`src/rtl/line_feeder.sv`:
```
// Three-row line feeder: loads a 3-row band from source memory, streams it column by
// column to a 3x3 convolver, then refills the oldest rows one stride at a time.
module line_feeder #(
    parameter int BIT_DEPTH = 8,
    parameter int IMG_W     = 8,
    parameter int IMG_H     = 8,
    parameter int ADDR_W    = 6
) (
    input  logic                 clk,
    input  logic                 rst,
    input  logic                 start,
    input  logic [1:0]           stride,
    input  logic [ADDR_W-1:0]    src_base,
    output logic                 src_rd_en,
    output logic [ADDR_W-1:0]    src_addr,
    input  logic [BIT_DEPTH-1:0] src_data,
    input  logic                 shift_buffer,
    output logic [BIT_DEPTH-1:0] out_l1,
    output logic [BIT_DEPTH-1:0] out_l2,
    output logic [BIT_DEPTH-1:0] out_l3,
    output logic                 col_valid,
    output logic                 band_done,
    output logic                 done,
    output logic                 busy
);

    localparam int CW = (IMG_W > 1) ? $clog2(IMG_W) : 1;
    localparam int RW = $clog2(IMG_H + 4);

    typedef enum logic [2:0] {
        S_IDLE,
        S_FILL,
        S_STREAM,
        S_REFILL,
        S_DONE
    } state_t;

    state_t state_reg, state_next;

    logic              stride2_reg;
    logic [ADDR_W-1:0] base_reg;
    logic [CW-1:0]     col_reg;
    logic [RW-1:0]     row_top_reg;
    logic [1:0]        top_reg;
    logic [CW-1:0]     rd_col_reg;
    logic [RW-1:0]     rd_row_reg;
    logic [1:0]        rd_bank_reg;
    logic [1:0]        rd_left_reg;
    logic              wr_en_reg;
    logic              wr_last_reg;
    logic [1:0]        wr_bank_reg;
    logic [CW-1:0]     wr_col_reg;
    logic              band_done_reg;

    logic [1:0]        stride_val;
    logic              start_accept;
    logic              in_load;
    logic              rd_row_end;
    logic              band_end;
    logic              last_band;
    logic [ADDR_W-1:0] addr_calc;

    function automatic logic [1:0] add_mod3(input logic [1:0] a, input logic [1:0] b);
        logic [2:0] s;
        s = {1'b0, a} + {1'b0, b};
        return (s >= 3'd3) ? 2'(s - 3'd3) : s[1:0];
    endfunction

    assign stride_val   = stride2_reg ? 2'd2 : 2'd1;
    assign start_accept = (state_reg == S_IDLE) && start;
    assign in_load      = (state_reg == S_FILL) || (state_reg == S_REFILL);
    assign src_rd_en    = in_load && (rd_left_reg != 2'd0);
    assign rd_row_end   = (rd_col_reg == CW'(IMG_W - 1));
    assign col_valid    = (state_reg == S_STREAM);
    assign band_end     = col_valid && shift_buffer && (col_reg == CW'(IMG_W - 1));
    assign last_band    = (int'(row_top_reg) + int'(stride_val) + 2) > (IMG_H - 1);
    // Address wraps modulo 2^ADDR_W by truncation of the sum.
    assign addr_calc    = base_reg + ADDR_W'(int'(rd_row_reg) * IMG_W) + ADDR_W'(rd_col_reg);
    assign src_addr     = src_rd_en ? addr_calc : '0;
    assign busy         = (state_reg != S_IDLE);
    assign done         = (state_reg == S_DONE);
    assign band_done    = band_done_reg;

    always_ff @(posedge clk or negedge rst) begin
        if (!rst) begin
            state_reg <= S_IDLE;
        end else begin
            state_reg <= state_next;
        end
    end

    always_comb begin
        state_next = state_reg;
        case (state_reg)
            S_IDLE:   if (start) state_next = S_FILL;
            S_FILL:   if (wr_last_reg) state_next = S_STREAM;
            S_STREAM: if (band_end) state_next = last_band ? S_DONE : S_REFILL;
            S_REFILL: if (wr_last_reg) state_next = S_STREAM;
            S_DONE:   state_next = S_IDLE;
            default:  state_next = S_IDLE;
        endcase
    end

    always_ff @(posedge clk or negedge rst) begin
        if (!rst) begin
            stride2_reg   <= 1'b0;
            base_reg      <= '0;
            col_reg       <= '0;
            row_top_reg   <= '0;
            top_reg       <= '0;
            rd_col_reg    <= '0;
            rd_row_reg    <= '0;
            rd_bank_reg   <= '0;
            rd_left_reg   <= '0;
            wr_en_reg     <= 1'b0;
            wr_last_reg   <= 1'b0;
            wr_bank_reg   <= '0;
            wr_col_reg    <= '0;
            band_done_reg <= 1'b0;
        end else begin
            band_done_reg <= band_end;
            wr_en_reg     <= src_rd_en;
            wr_last_reg   <= src_rd_en && rd_row_end && (rd_left_reg == 2'd1);
            wr_bank_reg   <= rd_bank_reg;
            wr_col_reg    <= rd_col_reg;

            if (start_accept) begin
                stride2_reg <= (stride == 2'b10);
                base_reg    <= src_base;
                col_reg     <= '0;
                row_top_reg <= '0;
                top_reg     <= '0;
                rd_col_reg  <= '0;
                rd_row_reg  <= '0;
                rd_bank_reg <= '0;
                rd_left_reg <= 2'd3;
            end

            if (src_rd_en) begin
                if (rd_row_end) begin
                    rd_col_reg  <= '0;
                    rd_row_reg  <= rd_row_reg + RW'(1);
                    rd_bank_reg <= add_mod3(rd_bank_reg, 2'd1);
                    rd_left_reg <= rd_left_reg - 2'd1;
                end else begin
                    rd_col_reg <= rd_col_reg + CW'(1);
                end
            end

            if (col_valid && shift_buffer) begin
                col_reg <= band_end ? '0 : col_reg + CW'(1);
            end

            // Bank top always holds row row_top (mod 3), so the next new row lands there.
            if (band_end && !last_band) begin
                rd_col_reg  <= '0;
                rd_row_reg  <= row_top_reg + RW'(3);
                rd_bank_reg <= top_reg;
                rd_left_reg <= stride_val;
            end

            if ((state_reg == S_REFILL) && wr_last_reg) begin
                top_reg     <= add_mod3(top_reg, stride_val);
                row_top_reg <= row_top_reg + RW'(stride_val);
            end
        end
    end

    logic [BIT_DEPTH-1:0] col_pix  [3];
    logic [BIT_DEPTH-1:0] line_pix [3];

    for (genvar gi = 0; gi < 3; gi++) begin : g_bank
        logic [BIT_DEPTH-1:0] mem [IMG_W];

        always_ff @(posedge clk) begin
            if (wr_en_reg && (wr_bank_reg == 2'(gi))) begin
                mem[wr_col_reg] <= src_data;
            end
        end

        assign col_pix[gi] = mem[col_reg];
    end

    for (genvar gi = 0; gi < 3; gi++) begin : g_line
        logic [1:0] sel;
        assign sel          = add_mod3(top_reg, 2'(gi));
        assign line_pix[gi] = col_valid ? col_pix[sel] : '0;
    end

    assign out_l1 = line_pix[0];
    assign out_l2 = line_pix[1];
    assign out_l3 = line_pix[2];

endmodule

```
`config.mk`:
```
export PLATFORM = sky130hd
export DESIGN_NAME = line_feeder
export DESIGN_NICKNAME = d
export VERILOG_FILES = /design/src/rtl/line_feeder.sv
export SDC_FILE = /design/constraint.sdc
export NUM_CORES = 1
export LEC_CHECK = 0
export CORE_MARGIN = 4
export CORE_UTILIZATION = 45
export DETAILED_ROUTE_END_ITERATION = 7
export GPL_ROUTABILITY_DRIVEN = 0
export SYNTH_ARGS = -nofsm -noshare
export SYNTH_HDL_FRONTEND = slang
export SYNTH_SLANG_ARGS = --single-unit
```
`constraint.sdc`:
```
create_clock -name clk -period 3.4 [get_ports clk]
set_input_delay 0.34 -clock clk [delete_from_list [all_inputs] [get_ports clk]]
set_output_delay 0.34 -clock clk [all_outputs]
set_load 0.005 [all_outputs]
```
==> results of run 1 <==
[per-stage QoR]
| step | utilization, % | total power, mW | hold slack, ns | setup slack [ns] | instances |
|---|---|---|---|---|---|
| after global routing | 53.62 | 10.29 | 0.3715 | 0.006196 | 977 |
| after CTS | 53.30 | 9.761 | 0.3529 | 0.02664 | 972 |
| after global placement | 49.81 | 7.194 | 0.3855 | 0.5197 | 925 |
| after detailed placement | 49.81 | 7.303 | 0.3978 | 0.4536 | 925 |
| after floorplan | - | 6.004 | 0.04441 | 1.272 | 602 |
| final | 53.62 | 9.748 | 0.3637 | 0.1190 | 977 |
[final cells by class]
type	count	area [µm²]
fill	1754	10150
sequential	229	6696
multi-input combinational	328	3117
timing repair buffer	79	772.0
clock buffer	29	640.6
tap	280	350.3
clock inverter	14	91.34
inverter	18	70.07
[cell usage in the layout, fill, tap and decap left out, drive strengths merged, types with 2 or more instances in the layout]
cell type        n
a211oi           2
a21o             3
a21oi           12
a22oi           10
and2             3
and3             2
buf             24
clkbuf          30
clkdlybuf4s50   53
clkinv          13
dfrtp           37
edfxtp         192
fa               3
ha              21
inv             18
mux2            18
mux2i           12
mux4            48
nand2           51
nand2b          15
nand3            7
nand3b          10
nand4b           4
nor2            38
nor2b            3
nor3             3
nor3b            4
o21ai           17
o221ai          16
o31ai            3
or3              3
or3b             4
xor2             4
[report_power, final]
| group | switching (mW) | internal (mW) |
|---|---|---|
| clock | 1.01 | 1.41 |
| sequential | 0.307 | 3.53 |
| combinational | 1.82 | 1.67 |
[cells by family after synthesis]
kind of cell    count (synthesis)  share of synthesized area [%]
flops                         229                          66.68
simple gates                  152                          7.805
mux                            78                          14.81
compound gates                 69                          4.675
buf+inv                        45                          2.381
fa+ha+maj                      24                          3.217
xor+xnor                        5                         0.4363
[worst max path at each step]
stage               slack [ns]  cells after the start         start         to
finish                    0.12                      5    col_reg[1]  out_l2[1]
global route             0.006                      6  state_reg[1]  out_l2[6]
CTS                       0.03                      5    col_reg[1]  out_l2[1]
detailed placement        0.45                      5  state_reg[1]  out_l1[6]
global placement          0.52                      5  state_reg[1]  out_l1[6]
floorplan                 1.27                      7    col_reg[1]  out_l3[5]
[what timing repair did]
action / in CTS / in global routing
resized for setup: 0 / 5
hold buffers: 1 / 0
setup endpoints to repair: 8 / 18
cloned: 0 / 1
buffers inserted: 3 / 4
pin swaps: 1 / 0
endpoints found under the hold margin: 37 / 0
[synth_stat cells (all sizes together), types with 2 or more instances]
cell type / instances
buf: 19
xor2: 4
clkbuf: 8
a22oi: 10
dfrtp: 37
mux2i: 12
nor3: 3
a21o: 3
nand3b: 10
and3: 2
mux4: 48
nand2: 51
nand4b: 4
o221ai: 16
or3b: 4
o21ai: 17
o31ai: 3
nor2: 38
edfxtp: 192
or3: 3
mux2: 18
a211oi: 2
nand2b: 15
nand3: 7
ha: 21
nor3b: 4
nor2b: 3
fa: 3
inv: 18
a21oi: 12
and2: 3
[critical path: stages (launching register included)]
cell,delay [ns]
dfrtp_2,0.52
buf_12,0.23
mux4_1,0.58
mux2i_1,0.39
o221ai_1,0.21
clkdlybuf4s50_1,0.49
[metal layers]
layer	track usage [%]	part of all wire, %	up-vias
met5	0	0	-
met4	4.629	1.9	0
met3	3.189	6.5	32
met2	31.59	50	201
li1	-	-	2544
met1	25.40	42	2873
==> impl_metrics.ini, run 1 <==
[status]
status = finished, final reports clean

[synth]
syn_nets = 646
ys_seq_area_share_pct = 66.67
ys_top_cells_by_area = edfxtp_1 57%, dfrtp_1 9.2%, mux4_2 5.8%, mux4_1 5.8%, ha_1 2.6%
synth_seq_cells = 229
netlist_instances = 602
yosysWarnings = 0
synth_area_per_cell_um2 = 16.67
synth_edf_count = 192
yosysTopAreaCell = edfxtp_1
synth_top_cell_area_share_pct = 57.45
async_flop_share_pct = 16.16
dominantRegCellSynth = edfxtp_1
synth_cell_types = 53
netlist_area_mm2 = 0.01004

[global_routing]
grt_pass1_wl_mm = 34.51
grt_max_degree = 38
antenna_found_initial = 0
gr-total-overflow = 0
grt_pass1_vias = 5742
track_usage_pct = 18.66

[timing]
tightestPinTransition_ns = 1.132
slew_violations = 0
fin_crit_sh_pct = 96.50
setup_viol = 0
relSlewSlack_pct = 24.27
grt_setup_unrepaired = no
fin_skew_ns = 0.01768
fin_crit_ns = 3.281
hold_viol = 0
max_freq_ghz = 0.3048
finalSetupTns_ns = 0

[power]
pwr_density_cell_mw_per_mm2 = 830.5
ir_drop_mv = 0.4745
p_leak_nw = 4.102

[placed_design]
placed_cell_area_mm2 = 0.01090
hpwl_mm = 15.20
port_buffers = 54

[critical_path]
r2r_start = col_reg[0]
cp.required_ns = 3.06
cp_max_fo = 17
reg2reg_depth = 6
reg2reg_to = rd_left_reg[0]
start_kind = flop
cp.arrival_ns = 2.94
end_kind = primary output
r2r_setup_slack_ns = 0.71
critPathKind = reg -> out

[floorplanning]
core_area_mm2 = 0.02189
start_util_pct = 45.84
chipWidth_um = 157.3
fp-row-count = 54
die_area_mm2 = 0.02476
io_pins = 55
die_h_um = 157.3

[cts]
cts_made_buffers = 24
htreeDepth = 1
clk_latency_ns = 0.51
path_clk_slew_ns = 0.06
cts_root_buf = clkbuf_16
tritoncts = yes
cts.sinks = 229
clock_path_buffers = 3

[route]
vias = 5650
routed_via_density = 5.783
final_antenna_net_count = 0
drc = 0
dr.pass1.iters = 5
wl_mm = 23.29
wl_per_cell_um = 23.83
drt_iter0_drc = 373

[cells_and_area]
nets = 724
antenna_cells = 0
largest_register_ffs = 192
finish.instance_area_mm2 = 0.01174
area_growth_pct = 16.96
drive_gt1_share_pct = 16.79

[worst_hold_path]
hold-path-cell-count = 3
hold_class = in -> reg
hold_path.startpoint = src_base[4]
min_to = base_reg[4]

[run]
cap_violations = 0
No activity file was read; power rests on OpenSTA's default activity.
==> inputs of run 2 (changes only) <==
Settings changed: PLACE_DENSITY from default to 0.71, SLEW_MARGIN from default to 5.
==> run 2 against run 1 <==
  * First-iteration DRC count up 63%
  * Worst setup slack got worse by 0.11 ns
  * Critical path type unchanged
  * Non-clock buffer count decreased by 7
  * Highest routed layer unchanged
  * Register-to-register slack better by 0.17 ns
==> impl_metrics.ini, run 2 (same netlist as run 1, synthesis figures left out) <==
[timing]
hold_viol = 0
slew_violations = 0
tightestPinTransition_ns = 1.116
fin_crit_sh_pct = 99.85
grt_setup_unrepaired = no
max_freq_ghz = 0.2946
finalSetupTns_ns = 0
fin_skew_ns = 0.03183
setup_viol = 0
fin_crit_ns = 3.395
relSlewSlack_pct = 25.34

[global_routing]
gr-max-usage-layer = met2
grt_use_met3_pct = 3.574
grt_max_degree = 38
use_met1_pct = 24.93
gr-total-overflow = 0
grt_pass1_vias = 5898
grt_pass1_wl_mm = 34.45
antenna_found_initial = 0
gr-usage-met2_pct = 30.53
track_usage_pct = 18.19

[cells_and_area]
antenna_cells = 0
nets = 717
layout_commonest_cell = edfxtp_1
area_growth_pct = 16.88
final_core_util_pct = 53.58
mostFrequentLayoutCells = 192 x edfxtp_1, 53 x clkdlybuf4s50_1, 51 x nand2_1, 38 x nor2_1, 35 x dfrtp_1
drive_gt1_share_pct = 15.97
n_fill_cell = 1730
finish.instance_area_mm2 = 0.01173
fin_cells = 969
largest_register_ffs = 192

[placed_design]
port_buffers = 54
placed_cell_area_mm2 = 0.01087
place_inst = 919
hpwl_mm = 14.97

[cts]
clock_path_buffers = 3
cts.sinks = 229
htreeDepth = 1
cts_root_buf = clkbuf_16
tritoncts = yes
cts_made_buffers = 24
clk_latency_ns = 0.53
path_clk_slew_ns = 0.06

[route]
routed_via_density = 5.957
wl_per_cell_um = 23.14
final_antenna_net_count = 0
drc = 0
dr.pass1.iters = 5
drt_iter0_drc = 609
wl_mm = 22.42
vias = 5772

[worst_hold_path]
hold_class = in -> reg
hold-path-cell-count = 3

[status]
status = finished, final reports clean

[critical_path]
critPathKind = reg -> out
r2r_setup_slack_ns = 0.88
cp.required_ns = 3.06
start_kind = flop
cp.arrival_ns = 3.05
cp_max_fo = 10
reg2reg_depth = 5
end_kind = primary output

[floorplanning]
die_area_mm2 = 0.02476
chipWidth_um = 157.3
io_pins = 55
start_util_pct = 45.84
core_area_mm2 = 0.02189
die_h_um = 157.3
fp-row-count = 54

[power]
p_leak_nw = 4.074
pwr_density_cell_mw_per_mm2 = 842.9
ir_drop_mv = 0.5712

[run]
cap_violations = 0
run 2: layer usage:
layer	vias up	part of all wire, %
met5	-	0
met4	0	2.0
met3	44	8.7
met2	318	49
met1	2900	40
li1	2510	-
run 2: worst paths after layout:
kind	from	end
min in group asynchronous	rst	rd_row_reg[0]
max	state_reg[2]	out_l3[5]
min	src_base[4]	base_reg[4]
max reg2reg	col_reg[0]	rd_left_reg[1]
max in group asynchronous	rst	col_reg[1]
min reg2reg	rd_bank_reg[1]	wr_bank_reg[1]
run 2: stage by stage:
| step | worst slack [ns] | hold WS [ns] | power [mW] |
|---|---|---|---|
| 6_report | 0.005153 | 0.3621 | 9.887 |
| 5_1_grt | 0.00002953 | 0.3603 | 10.37 |
| 4_1_cts | 0.005472 | 0.3502 | 9.879 |
| 3_5_place_dp | 0.4574 | 0.3985 | 7.280 |
| 3_3_place_gp | 0.5582 | 0.3912 | 7.124 |
| 2_1_floorplan | 1.272 | 0.04441 | 6.004 |
run 2: layout make-up:
| type | instances | area [µm²] | share of cell area (%) |
|---|---|---|---|
| Clock buffer | 31 | 626.9 | 5.344 |
| Inverter | 18 | 67.56 | 0.5760 |
| Clock inverter | 11 | 145.1 | 1.237 |
| Multi-Input combinational cell | 328 | 3133 | 26.71 |
| Sequential cell | 229 | 6696 | 57.09 |
| Tap cell | 280 | 350.3 | 2.987 |
| Timing Repair Buffer | 72 | 710.7 | 6.059 |
run 2: worst max-delay path: stages, from the launching register on:
cell and delay, ns:
dfrtp_1 0.49, or3b_4 0.52, nor3_2 0.63, a22oi_1 0.20
o21ai_1 0.17, clkdlybuf4s50_1 0.53
run 2: power by group:
part	internal, mW	switching, mW	leakage (nW)
sequential	3.53	0.326	2.19
combinational	1.65	1.81	1.51
clock	1.53	1.04	0.374
total	6.70	3.18	4.07
run 2: what timing repair did:
action / 4_1_cts / 5_1_grt
gates resized for setup: 3 / 2
cloned: 0 / 0
setup endpoints to repair: 9 / 24
pin swaps: 1 / 1
hold endpoints to repair: 37 / 0
buffers inserted: 2 / 5
hold buffers: 1 / 0
==> inputs of run 3 (changes only) <==
Settings changed: SETUP_SLACK_MARGIN from default to 0.2, TNS_END_PERCENT from default to 20.
==> run 3 against run 2 <==
  * Fmax increased by 5.3%
  * Sequential share of layout area decreased by 0.33 points
  * Critical endpoint is now out_l1[7]
  * Utilization increased by 0.35 points
  * Total power increased by 0.74%
  * Critical path type unchanged
  * First-iteration DRC count decreased by 11%
==> impl_metrics.ini, run 3 (same netlist as run 1, synthesis figures left out) <==
[status]
status = finished, final reports clean

[cells_and_area]
largest_register_ffs = 192
layout_commonest_cell = edfxtp_1
antenna_cells = 0
nets = 718
finish.instance_area_mm2 = 0.01181
mostFrequentLayoutCells = 192 x edfxtp_1, 52 x clkdlybuf4s50_1, 51 x nand2_1, 38 x nor2_1, 33 x dfrtp_1
area_growth_pct = 17.64
fin_cells = 970
drive_gt1_share_pct = 17.10

[global_routing]
gr-total-overflow = 0
track_usage_pct = 18.22
grt_max_degree = 38
grt_pass1_wl_mm = 34.47
grt_pass1_vias = 5902
antenna_found_initial = 0

[route]
drc = 0
wl_mm = 22.71
dr.pass1.iters = 6
drt_iter0_drc = 541
routed_via_density = 5.939
final_antenna_net_count = 0
vias = 5761
wl_per_cell_um = 23.41

[critical_path]
reg2reg_to = rd_left_reg[1]
cp_max_fo = 7
cpLargestDelayFamily = buffers and inverters
slowest_stage = dfrtp_4
reg2reg_depth = 5
cp_num_cells = 6
cp.buffers_inverters = 2
cpPeakStageDelay_ns = 0.54
crit_chain = buf_4 -> mux4_1 -> mux2i_1 -> or2_2 -> o221ai_1 -> clkdlybuf4s50_1
critPathKind = reg -> out
r2r_setup_slack_ns = 0.87
cp.required_ns = 3.06
r2r_start = col_reg[0]
cp.arrival_ns = 2.88
end_kind = primary output
start_kind = flop
crit_path_end = out_l1[7]
startpoint = col_reg[1]

[timing]
max_freq_ghz = 0.3103
grt_setup_unrepaired = yes
fin_crit_sh_pct = 94.78
fin_crit_ns = 3.223
setup_viol = 0
hold_viol = 0
tightestPinTransition_ns = 1.076
fin_skew_ns = 0.02695
slew_violations = 0
finalSetupTns_ns = 0
worst_slack_ns = 0.1774
relSlewSlack_pct = 28.03

[cts]
cts.sinks = 229
tritoncts = yes
clock_path_buffers = 3
htreeDepth = 1
cts_root_buf = clkbuf_16
path_clk_slew_ns = 0.06
clk_latency_ns = 0.53
cts_made_buffers = 24

[floorplanning]
fp-row-count = 54
core_area_mm2 = 0.02189
die_area_mm2 = 0.02476
start_util_pct = 45.84
io_pins = 55
die_h_um = 157.3
chipWidth_um = 157.3

[power]
ir_drop_mv = 0.5714
p_sw_share_pct = 32.21
internal_power_mw = 6.751
p_comb_share_pct = 35.4
p_switching_mw = 3.208
clkPwrFrac_pct = 25.9
p_leak_nw = 4.103
pwr_density_cell_mw_per_mm2 = 843.6
seqPwrFrac_pct = 38.7

[placed_design]
placed_cell_area_mm2 = 0.01087
place_inst = 919
post-place-ws_ns = 0.4574
port_buffers = 54
hpwl_mm = 14.97

[worst_hold_path]
hold_class = in -> reg

[run]
cap_violations = 0
==> run 3: cell types whose count changed in the layout (fill, tap and decap cells not counted), sizes merged <==
| cell | delta |
|---|---|
| clkbuf | +1 |
| clkdlybuf4s50 | -1 |
| dlymetal6s2s | +1 |
==> run 3: per-stage QoR <==
| step | hold WS (ns) | util (%) | total power [mW] |
|---|---|---|---|
| after floorplan | 0.04441 | - | 6.004 |
| after global placement | 0.3912 | 49.66 | 7.124 |
| after detailed placement | 0.3985 | 49.66 | 7.280 |
| after CTS | 0.3502 | 53.60 | 9.935 |
| after global routing | 0.3603 | 53.93 | 10.45 |
| final | 0.3601 | 53.93 | 9.960 |
==> run 3: layer usage <==
layer	vias to the layer above	share of wire, %	GRT usage, %
met5	-	0	0
met4	0	1.7	4.056
met3	34	7.4	3.629
met2	290	50	30.51
met1	2922	41	24.97
li1	2515	-	-
==> run 3: worst min path at each step <==
stage,from,to,cells after the start
6_report,src_base[4],base_reg[4],3
5_1_grt,src_base[4],base_reg[4],3
4_1_cts,src_base[4],base_reg[4],3
3_5_place_dp,rd_bank_reg[1],wr_bank_reg[1],0
3_3_place_gp,rd_bank_reg[1],wr_bank_reg[1],0
2_1_floorplan,rst,band_done,0
==> run 3: tightest hold or removal path, cell delays in order <==
cell	delay, ns
clkdlybuf4s50_1	0.40
nand2_1	0.05
nand2_1	0.04
==> run 3: cell type report <==
class                   instances  area (µm²)
inverters                      18       70.07
clock inverters                11       145.1
well taps                     280       350.3
multi-input cells             328        3162
clock buffers                  31       626.9
repair buffers                 73       750.7
flip-flops and latches        229        6701
fillers                      1719       10080
==> run 3: what timing repair did <==
item	CTS	global route
gates resized for setup	10	8
pin swaps	2	0
gates cloned	0	1
buffers inserted	5	2
setup endpoints to repair	24	24
hold buffers	1	0
hold endpoints to repair	37	0
==> run 3: power groups by stage <==
| stage | combinational, mW | clock (mW) | sequential [mW] |
|---|---|---|---|
| final | 3.53 | 2.58 | 3.85 |
| after detailed placement | 3.36 | 0 | 3.92 |
| after floorplan | 2.27 | 0 | 3.74 |
| after global placement | 3.25 | 0 | 3.88 |
| after CTS | 3.48 | 2.61 | 3.85 |
| after global routing | 3.82 | 2.74 | 3.90 |
